[src/rtl/dac_rx_pkg.sv]
// Shared definitions for the DAC sample receive path.
//
// Contents:
//   rx_state_t  - prime/run FSM states (FILL while priming, RUN while feeding the DAC)
//   FRAME_CNT_W - width of the frame counter reported to the register block
//   level_width - number of bits needed to hold a FIFO occupancy of 0..depth
package dac_rx_pkg;

    typedef enum logic {
        FILL = 1'b0,
        RUN  = 1'b1
    } rx_state_t;

    localparam int FRAME_CNT_W = 16;

    // Occupancy runs from 0 to depth inclusive, so one bit more than the
    // address width is required.
    function automatic int level_width(input int depth);
        return $clog2(depth) + 1;
    endfunction

endpackage

[src/rtl/sync_fifo.sv]
// Single-clock FIFO holding accepted DAC samples.
//
// Parameters:
//   WIDTH - data width in bits
//   DEPTH - number of entries (power of 2)
//
// Ports:
//   aclk      in   system clock, rising edge
//   areset    in   synchronous active-high reset, empties the FIFO
//   wr_en     in   push wr_data (ignored when full)
//   wr_data   in   data to push
//   rd_en     in   pop the head entry (ignored when empty)
//   rd_data   out  current head entry, valid while !empty
//   full      out  occupancy equals DEPTH
//   empty     out  occupancy is zero
//   level     out  current occupancy 0..DEPTH
module sync_fifo
    import dac_rx_pkg::*;
#(
    parameter int WIDTH = 32,
    parameter int DEPTH = 16
) (
    input  logic                          aclk,
    input  logic                          areset,
    input  logic                          wr_en,
    input  logic [WIDTH-1:0]              wr_data,
    input  logic                          rd_en,
    output logic [WIDTH-1:0]              rd_data,
    output logic                          full,
    output logic                          empty,
    output logic [level_width(DEPTH)-1:0] level
);

    localparam int AW = $clog2(DEPTH);
    localparam int LW = level_width(DEPTH);

    logic [WIDTH-1:0] mem [DEPTH];
    logic [AW-1:0]    wr_ptr;
    logic [AW-1:0]    rd_ptr;
    logic [LW-1:0]    count;
    logic             do_wr;
    logic             do_rd;

    assign do_wr   = wr_en && !full;
    assign do_rd   = rd_en && !empty;
    assign full    = (count == LW'(DEPTH));
    assign empty   = (count == '0);
    assign level   = count;
    assign rd_data = mem[rd_ptr];

    // Storage array. It needs no reset: emptiness is tracked by the pointers
    // and count, so stale entries are never visible after a flush.
    always_ff @(posedge aclk) begin
        if (do_wr) begin
            mem[wr_ptr] <= wr_data;
        end
    end

    // Pointer and occupancy bookkeeping. Pointers wrap naturally because
    // DEPTH is a power of two. A simultaneous push and pop leaves the count
    // unchanged.
    always_ff @(posedge aclk) begin
        if (areset) begin
            wr_ptr <= '0;
            rd_ptr <= '0;
            count  <= '0;
        end else begin
            if (do_wr) begin
                wr_ptr <= wr_ptr + AW'(1);
            end
            if (do_rd) begin
                rd_ptr <= rd_ptr + AW'(1);
            end
            case ({do_wr, do_rd})
                2'b10:   count <= count + LW'(1);
                2'b01:   count <= count - LW'(1);
                default: count <= count;
            endcase
        end
    end

endmodule

[src/rtl/axis_dac_sample_rx.sv]
// AXI-Stream slave that terminates the DAC sample stream.
//
// Beats carrying the configured stream ID with all bytes kept are buffered
// in a FIFO. A prime/run FSM waits for START_LEVEL samples, then releases one
// sample per DAC rate strobe. Status (underrun, bad keep, frame count) is
// reported to the register block.
//
// Ports:
//   aclk            in   system clock
//   areset          in   synchronous active-high reset
//   s_axis_tvalid   in   AXI-S valid
//   s_axis_tready   out  AXI-S ready (registered, low when FIFO full)
//   s_axis_tlast    in   end of frame
//   s_axis_tdata    in   sample
//   s_axis_tid      in   stream ID
//   s_axis_tkeep    in   byte keep, must be all-ones for a valid sample
//   s_axis_tstrb    in   byte strobe, ignored
//   cfg_tid         in   stream ID to accept
//   dac_strobe      in   one-cycle sample request
//   dac_data        out  sample to the DAC, held between updates
//   dac_data_valid  out  one-cycle pulse when dac_data updates
//   fifo_level      out  FIFO occupancy
//   running         out  FSM is in RUN
//   underrun        out  sticky: strobe in RUN with FIFO empty
//   err_keep        out  sticky: matching beat with partial keep
//   frame_cnt       out  accepted matching tlast beats, wraps
//   clr_status      in   clears underrun and err_keep
module axis_dac_sample_rx
    import dac_rx_pkg::*;
#(
    parameter int DATA_SIZE   = 32,
    parameter int ID_SIZE     = 4,
    parameter int FIFO_DEPTH  = 16,
    parameter int START_LEVEL = 4
) (
    input  logic                               aclk,
    input  logic                               areset,
    input  logic                               s_axis_tvalid,
    output logic                               s_axis_tready,
    input  logic                               s_axis_tlast,
    input  logic [DATA_SIZE-1:0]               s_axis_tdata,
    input  logic [ID_SIZE-1:0]                 s_axis_tid,
    input  logic [DATA_SIZE/8-1:0]             s_axis_tkeep,
    input  logic [DATA_SIZE/8-1:0]             s_axis_tstrb,
    input  logic [ID_SIZE-1:0]                 cfg_tid,
    input  logic                               dac_strobe,
    output logic [DATA_SIZE-1:0]               dac_data,
    output logic                               dac_data_valid,
    output logic [level_width(FIFO_DEPTH)-1:0] fifo_level,
    output logic                               running,
    output logic                               underrun,
    output logic                               err_keep,
    output logic [FRAME_CNT_W-1:0]             frame_cnt,
    input  logic                               clr_status
);

    localparam int LW = level_width(FIFO_DEPTH);

    rx_state_t            state_q;
    rx_state_t            state_d;
    logic                 tready_q;
    logic                 accept;
    logic                 id_match;
    logic                 keep_full;
    logic                 wr_en;
    logic                 pop;
    logic                 underrun_evt;
    logic                 keep_err_evt;
    logic                 frame_evt;
    logic [LW-1:0]        level;
    logic [LW-1:0]        level_nxt;
    logic                 fifo_full;
    logic                 fifo_empty;
    logic [DATA_SIZE-1:0] fifo_rd_data;
    logic [DATA_SIZE-1:0] dac_data_q;
    logic                 dac_valid_q;
    logic                 underrun_q;
    logic                 err_keep_q;
    logic [FRAME_CNT_W-1:0] frame_cnt_q;
    logic                 unused_tstrb;

    // Byte strobe carries no meaning for DAC samples.
    assign unused_tstrb = ^s_axis_tstrb;

    // Beat classification. Mismatched IDs are consumed silently; a matching
    // beat is only stored when every byte is kept.
    assign accept       = s_axis_tvalid && tready_q;
    assign id_match     = (s_axis_tid == cfg_tid);
    assign keep_full    = &s_axis_tkeep;
    assign wr_en        = accept && id_match && keep_full;
    assign keep_err_evt = accept && id_match && !keep_full;
    assign frame_evt    = accept && id_match && s_axis_tlast;

    // Strobes only act in RUN; FILL ignores them entirely.
    assign pop          = (state_q == RUN) && dac_strobe && !fifo_empty;
    assign underrun_evt = (state_q == RUN) && dac_strobe && fifo_empty;

    sync_fifo #(
        .WIDTH (DATA_SIZE),
        .DEPTH (FIFO_DEPTH)
    ) u_fifo (
        .aclk    (aclk),
        .areset  (areset),
        .wr_en   (wr_en),
        .wr_data (s_axis_tdata),
        .rd_en   (pop),
        .rd_data (fifo_rd_data),
        .full    (fifo_full),
        .empty   (fifo_empty),
        .level   (level)
    );

    // Occupancy after this edge. tready is registered from this value so it
    // drops in the same cycle the FIFO becomes full, and no beat can ever
    // arrive at a full FIFO.
    always_comb begin
        level_nxt = level;
        case ({wr_en, pop})
            2'b10:   level_nxt = level + LW'(1);
            2'b01:   level_nxt = level - LW'(1);
            default: level_nxt = level;
        endcase
    end

    // Prime/run next-state logic: leave FILL once enough samples are
    // buffered, fall back to FILL on an underrun so the FIFO re-primes.
    always_comb begin
        state_d = state_q;
        case (state_q)
            FILL:    if (level >= LW'(START_LEVEL)) state_d = RUN;
            RUN:     if (underrun_evt) state_d = FILL;
            default: state_d = FILL;
        endcase
    end

    // Registered state, handshake, DAC output and status. Error sets take
    // priority over clr_status so an event in the clearing cycle is kept.
    always_ff @(posedge aclk) begin
        if (areset) begin
            state_q     <= FILL;
            tready_q    <= 1'b0;
            dac_data_q  <= '0;
            dac_valid_q <= 1'b0;
            underrun_q  <= 1'b0;
            err_keep_q  <= 1'b0;
            frame_cnt_q <= '0;
        end else begin
            state_q     <= state_d;
            tready_q    <= (level_nxt != LW'(FIFO_DEPTH));
            dac_valid_q <= pop;
            if (pop) begin
                dac_data_q <= fifo_rd_data;
            end
            if (underrun_evt) begin
                underrun_q <= 1'b1;
            end else if (clr_status) begin
                underrun_q <= 1'b0;
            end
            if (keep_err_evt) begin
                err_keep_q <= 1'b1;
            end else if (clr_status) begin
                err_keep_q <= 1'b0;
            end
            if (frame_evt) begin
                frame_cnt_q <= frame_cnt_q + FRAME_CNT_W'(1);
            end
        end
    end

    assign s_axis_tready  = tready_q;
    assign dac_data       = dac_data_q;
    assign dac_data_valid = dac_valid_q;
    assign fifo_level     = level;
    assign running        = (state_q == RUN);
    assign underrun       = underrun_q;
    assign err_keep       = err_keep_q;
    assign frame_cnt      = frame_cnt_q;

endmodule

[config.mk]
export PLATFORM = sky130hd
export DESIGN_NAME = axis_dac_sample_rx
export DESIGN_NICKNAME = d
export VERILOG_FILES = /design/src/rtl/dac_rx_pkg.sv /design/src/rtl/sync_fifo.sv /design/src/rtl/axis_dac_sample_rx.sv
export SDC_FILE = /design/constraint.sdc
export NUM_CORES = 1
export LEC_CHECK = 0
export BUFFER_PORTS_ARGS = -buffer_cell sky130_fd_sc_hd__clkbuf_2
export CORE_MARGIN = 4
export CORE_UTILIZATION = 65
export CTS_CLUSTER_SIZE = 14
export DETAILED_ROUTE_END_ITERATION = 12
export PLACE_DENSITY = 0.84
export SKIP_LAST_GASP = 1
export SLEW_MARGIN = 20
export SYNTH_ARGS = -nofsm -noshare
export SYNTH_HDL_FRONTEND = slang
export SYNTH_SLANG_ARGS = --single-unit
[constraint.sdc]
create_clock -name aclk -period 6.06 [get_ports aclk]
set_clock_uncertainty 0.05 [all_clocks]
set_input_delay 0.303 -clock aclk [delete_from_list [all_inputs] [get_ports aclk]]
set_output_delay 0.303 -clock aclk [all_outputs]
set_load 0.01 [all_outputs]
==> impl_metrics.toml <==
[power_and_ir_drop]
p_seq_share_pct = 56.0
p_clk_share_pct = 42.9
p_per_area_nw_per_um2 = 310
p_int_mw = 6.26
p_comb_share_pct = 1.0
leakagePower_nw = 7.71
vdd_drop_max_uv = 266
p_sw_share_pct = 19.0
p_sw_mw = 1.47

[clock_network]
cts_tree = "built"
cts.sinks = 578
post-cts-setup-buffer-count = 0
cts_max_path_buffers = 3
cts_root_buf = "clkbuf_16"
clkTransAtPathRegs_ns = 0.06
clock_latency_ns = 0.58
htree_levels = 2
cts_buffers = 54

[cells_and_area]
drive_gt1_share_pct = 20.6
final_cell_mix = "edfxtp_1, mux2i_1, clkbuf_2"
regArea_um2 = 16700
multi_input_area_um2 = 5190
nets = 1406
utilization_pct = 74.0
antenna_cells = 0
area_growth_pct = 12.2
layout_commonest_cell = "edfxtp_1"
fillers = 1839

[critical_path]
cp-end-kind = "flop"
crit_path_start_kind = "flop"
worst-setup-path-type = "reg -> reg"
crit_path_end = "u_fifo.level[4]$_SDFFE_PP0P_"
critPathArrivalTime_ns = 3.80
worstPathRequired_ns = 6.51
reg2reg_slack_ns = 2.70
r2r-end = "u_fifo.level[4]$_SDFFE_PP0P_"
reg2reg_depth = 10
cp_max_fo = 26
rr_startpoint = "u_fifo.level[0]$_SDFFE_PP0P_"
startpoint = "u_fifo.level[0]$_SDFFE_PP0P_"

[detailed_routing]
vias_per_cell = 6.60
postRouteAntennaNets = 0
drcViolationCount = 0
routed-via-count = 12066
first_iter_violations = 1144
drtPass1Iterations = 5
drt-wirelength-per-cell_um = 26.5
detail_route.wirelength_um = 48500

[synth]
synth_xor_area_share_pct = 0.790
synth_flop_cell = "edfxtp_1"
yosysTopAreaCellShare_pct = 69.3
syn-cell-area_um2 = 22200
synthTopCellsByArea = "edfxtp_1, mux4_2, dfxtp_1"
synth_nets = 1301
yosysTopAreaCell = "edfxtp_1"
synth_top_family_by_area = "multiplexers"
synth-simple-area-share_pct = 4.57
synth_compound_gate_area_share_pct = 4.71
ys_warn_count = 0
yosys.area_share.adder_pct = 0.677
yosysUniqueCellTypes = 49
syn_avg_cell_area_um2 = 18.0
synth_mux_area_share_pct = 12.3
synth_edf_count = 512
ys_seq_area_share_pct = 75.3
ys_ff_latch = 578
async_reset_ff_share_pct = 0
syn_inst = 1235

[timing]
fin_crit_sh_pct = 55.4
fmax_ghz = 0.298
drv_slew = 0
finalSetupViolations = 0
setup-tns-final_ns = 0
max_slew_margin_pct = 24.2
grt_setup_unrepaired = "no"
tightest_slew_ns = 1.13
period_minus_slack_ns = 3.36
final.setup.worst_slack_ns = 2.70
hold_viol_final = 0

[grt]
grt_pass1_vias = 12454
antenna_found_initial = 0
track_usage_pct = 26.5
grt_max_degree = 84
grt_pass1_wl_um = 73700
grt.overflow.total = 0

[placement]
gp_congestion = 0.792
place.detailed.hpwl_um = 23900
pre_cts_slack_ns = 2.77
io_buffer_count = 107

[floorplanning]
core_area_um2 = 33600
die_w_um = 193
num_rows = 67
dieArea_um2 = 37100
initial_utilization_pct = 66.0
num_io_pins = 112
die_h_um = 193

[hold_path]
min_path_type = "in -> reg"

[run_status]
status = "completed"

[run]
cap_violations = 0
[registers in the layout, summed over array words and instances (netlist names)]
| name | count |
|---|---|
| u_fifo.wr_ptr | 4 |
| running | 1 |
| err_keep | 1 |
| u_fifo.level | 5 |
| frame_cnt | 16 |
| underrun | 1 |
| s_axis_tready | 1 |
| u_fifo.mem | 512 |
| dac_data | 32 |
| u_fifo.rd_ptr | 4 |
| dac_data_valid | 1 |
[worst max-delay path, stage by stage, from the launching register on]
cell and delay [ns]:
dfxtp_1 0.48, inv_1 0.11, ha_1 0.27, a21o_1 0.26, inv_2 0.36, buf_4 0.50
ha_1 0.35, nand2_1 0.10, o32a_1 0.31, or3_1 0.31, a21oi_1 0.14
[worst min path at each step]
stage / start / endpoint / slack, ns / cells past startpoint
4_1_cts: clr_status / err_keep$_SDFFE_PP0P_ / 0.006 / 4
6_report: clr_status / err_keep$_SDFFE_PP0P_ / 0.03 / 4
3_5_place_dp: frame_cnt[15]$_SDFFE_PP0P_ / frame_cnt[15]$_SDFFE_PP0P_ / 0.43 / 2
5_1_grt: clr_status / err_keep$_SDFFE_PP0P_ / 0.05 / 4
3_3_place_gp: underrun$_SDFFE_PP0P_ / underrun$_SDFFE_PP0P_ / 0.41 / 2
2_1_floorplan: s_axis_tdata[0] / u_fifo.mem[0][0]$_DFFE_PP_ / 0.35 / 0
[cell usage after synthesis, types with 2 or more instances]
cell type and instances:
buf_1 3, mux4_2 64, nor4_1 33, edfxtp_1 512
nor2b_1 10, a21oi_1 50, clkbuf_1 28, nand3b_1 2
xor2_1 16, nand3_1 7, nand4b_1 2, and2_1 3
o21ai_0 10, nor2_1 58, o31ai_1 2, inv_1 8
nor3_1 3, nand4_1 9, and3_1 18, ha_1 12
a22oi_1 64, dfxtp_1 66, nor3_2 2, xnor2_1 4
or3_2 2, o22ai_1 32, mux2i_1 129, or4_1 2
buf_2 39, nand2_1 18, or3_1 5, nand2b_1 5
[area by class of cell]
class                           count  share of cell area [%]
Timing Repair Buffer              121                    2.71
Inverter                            9                   0.136
Clock inverter                     16                   0.900
Tap cell                          448                    2.25
Multi-Input combinational cell    576                    20.9
Clock buffer                       81                    6.00
Sequential cell                   578                    67.1
[kinds of logic after synthesis]
| kind of cell | Yosys count |
|---|---|
| xor gates and xnor gates | 20 |
| buffers and inverters | 81 |
| DFF | 578 |
| AOI/OAI and AO/OA | 164 |
| muxes | 193 |
| and+or+nand+nor | 187 |
| adders and majority gates | 12 |
[power by group through the flow]
stage | registers [mW] | logic, mW | clock network (mW)
after floorplan | 4.42 | 0.0140 | 0
after global routing | 4.33 | 0.0873 | 3.51
after CTS | 4.33 | 0.0787 | 3.34
after detailed placement | 4.41 | 0.0763 | 0
after global placement | 4.41 | 0.0700 | 0
final | 4.33 | 0.0791 | 3.32
[repair_timing]
| action | in CTS | in global routing |
|---|---|---|
| endpoints found under the hold margin | 3 | 0 |
| endpoints found under the setup margin | 0 | 0 |
| hold buffers | 3 | 0 |
| gates resized for setup | 0 | 0 |
[routing by layer]
metal  global-route usage (%)  vias to the layer above  wire length (µm)
li1                         -                     5168                 -
met2                     45.8                      666             25000
met3                     4.65                      109              4000
met4                     8.20                        0              1310
met1                     35.0                     6123             18300
met5                        0                        -                 0
[per-stage QoR]
stage          cell area [µm²]  instances  power, mW  hold WS, ns
2_1_floorplan            22200       1235       4.43        0.352
3_3_place_gp             23100       1729       4.48        0.408
3_5_place_dp             23100       1729       4.49        0.429
4_1_cts                  24900       1829       7.75      0.00627
5_1_grt                  24900       1829       7.93       0.0464
6_report                 24900       1829       7.72       0.0254
Note: power is estimated with default switching activity, not from simulation.
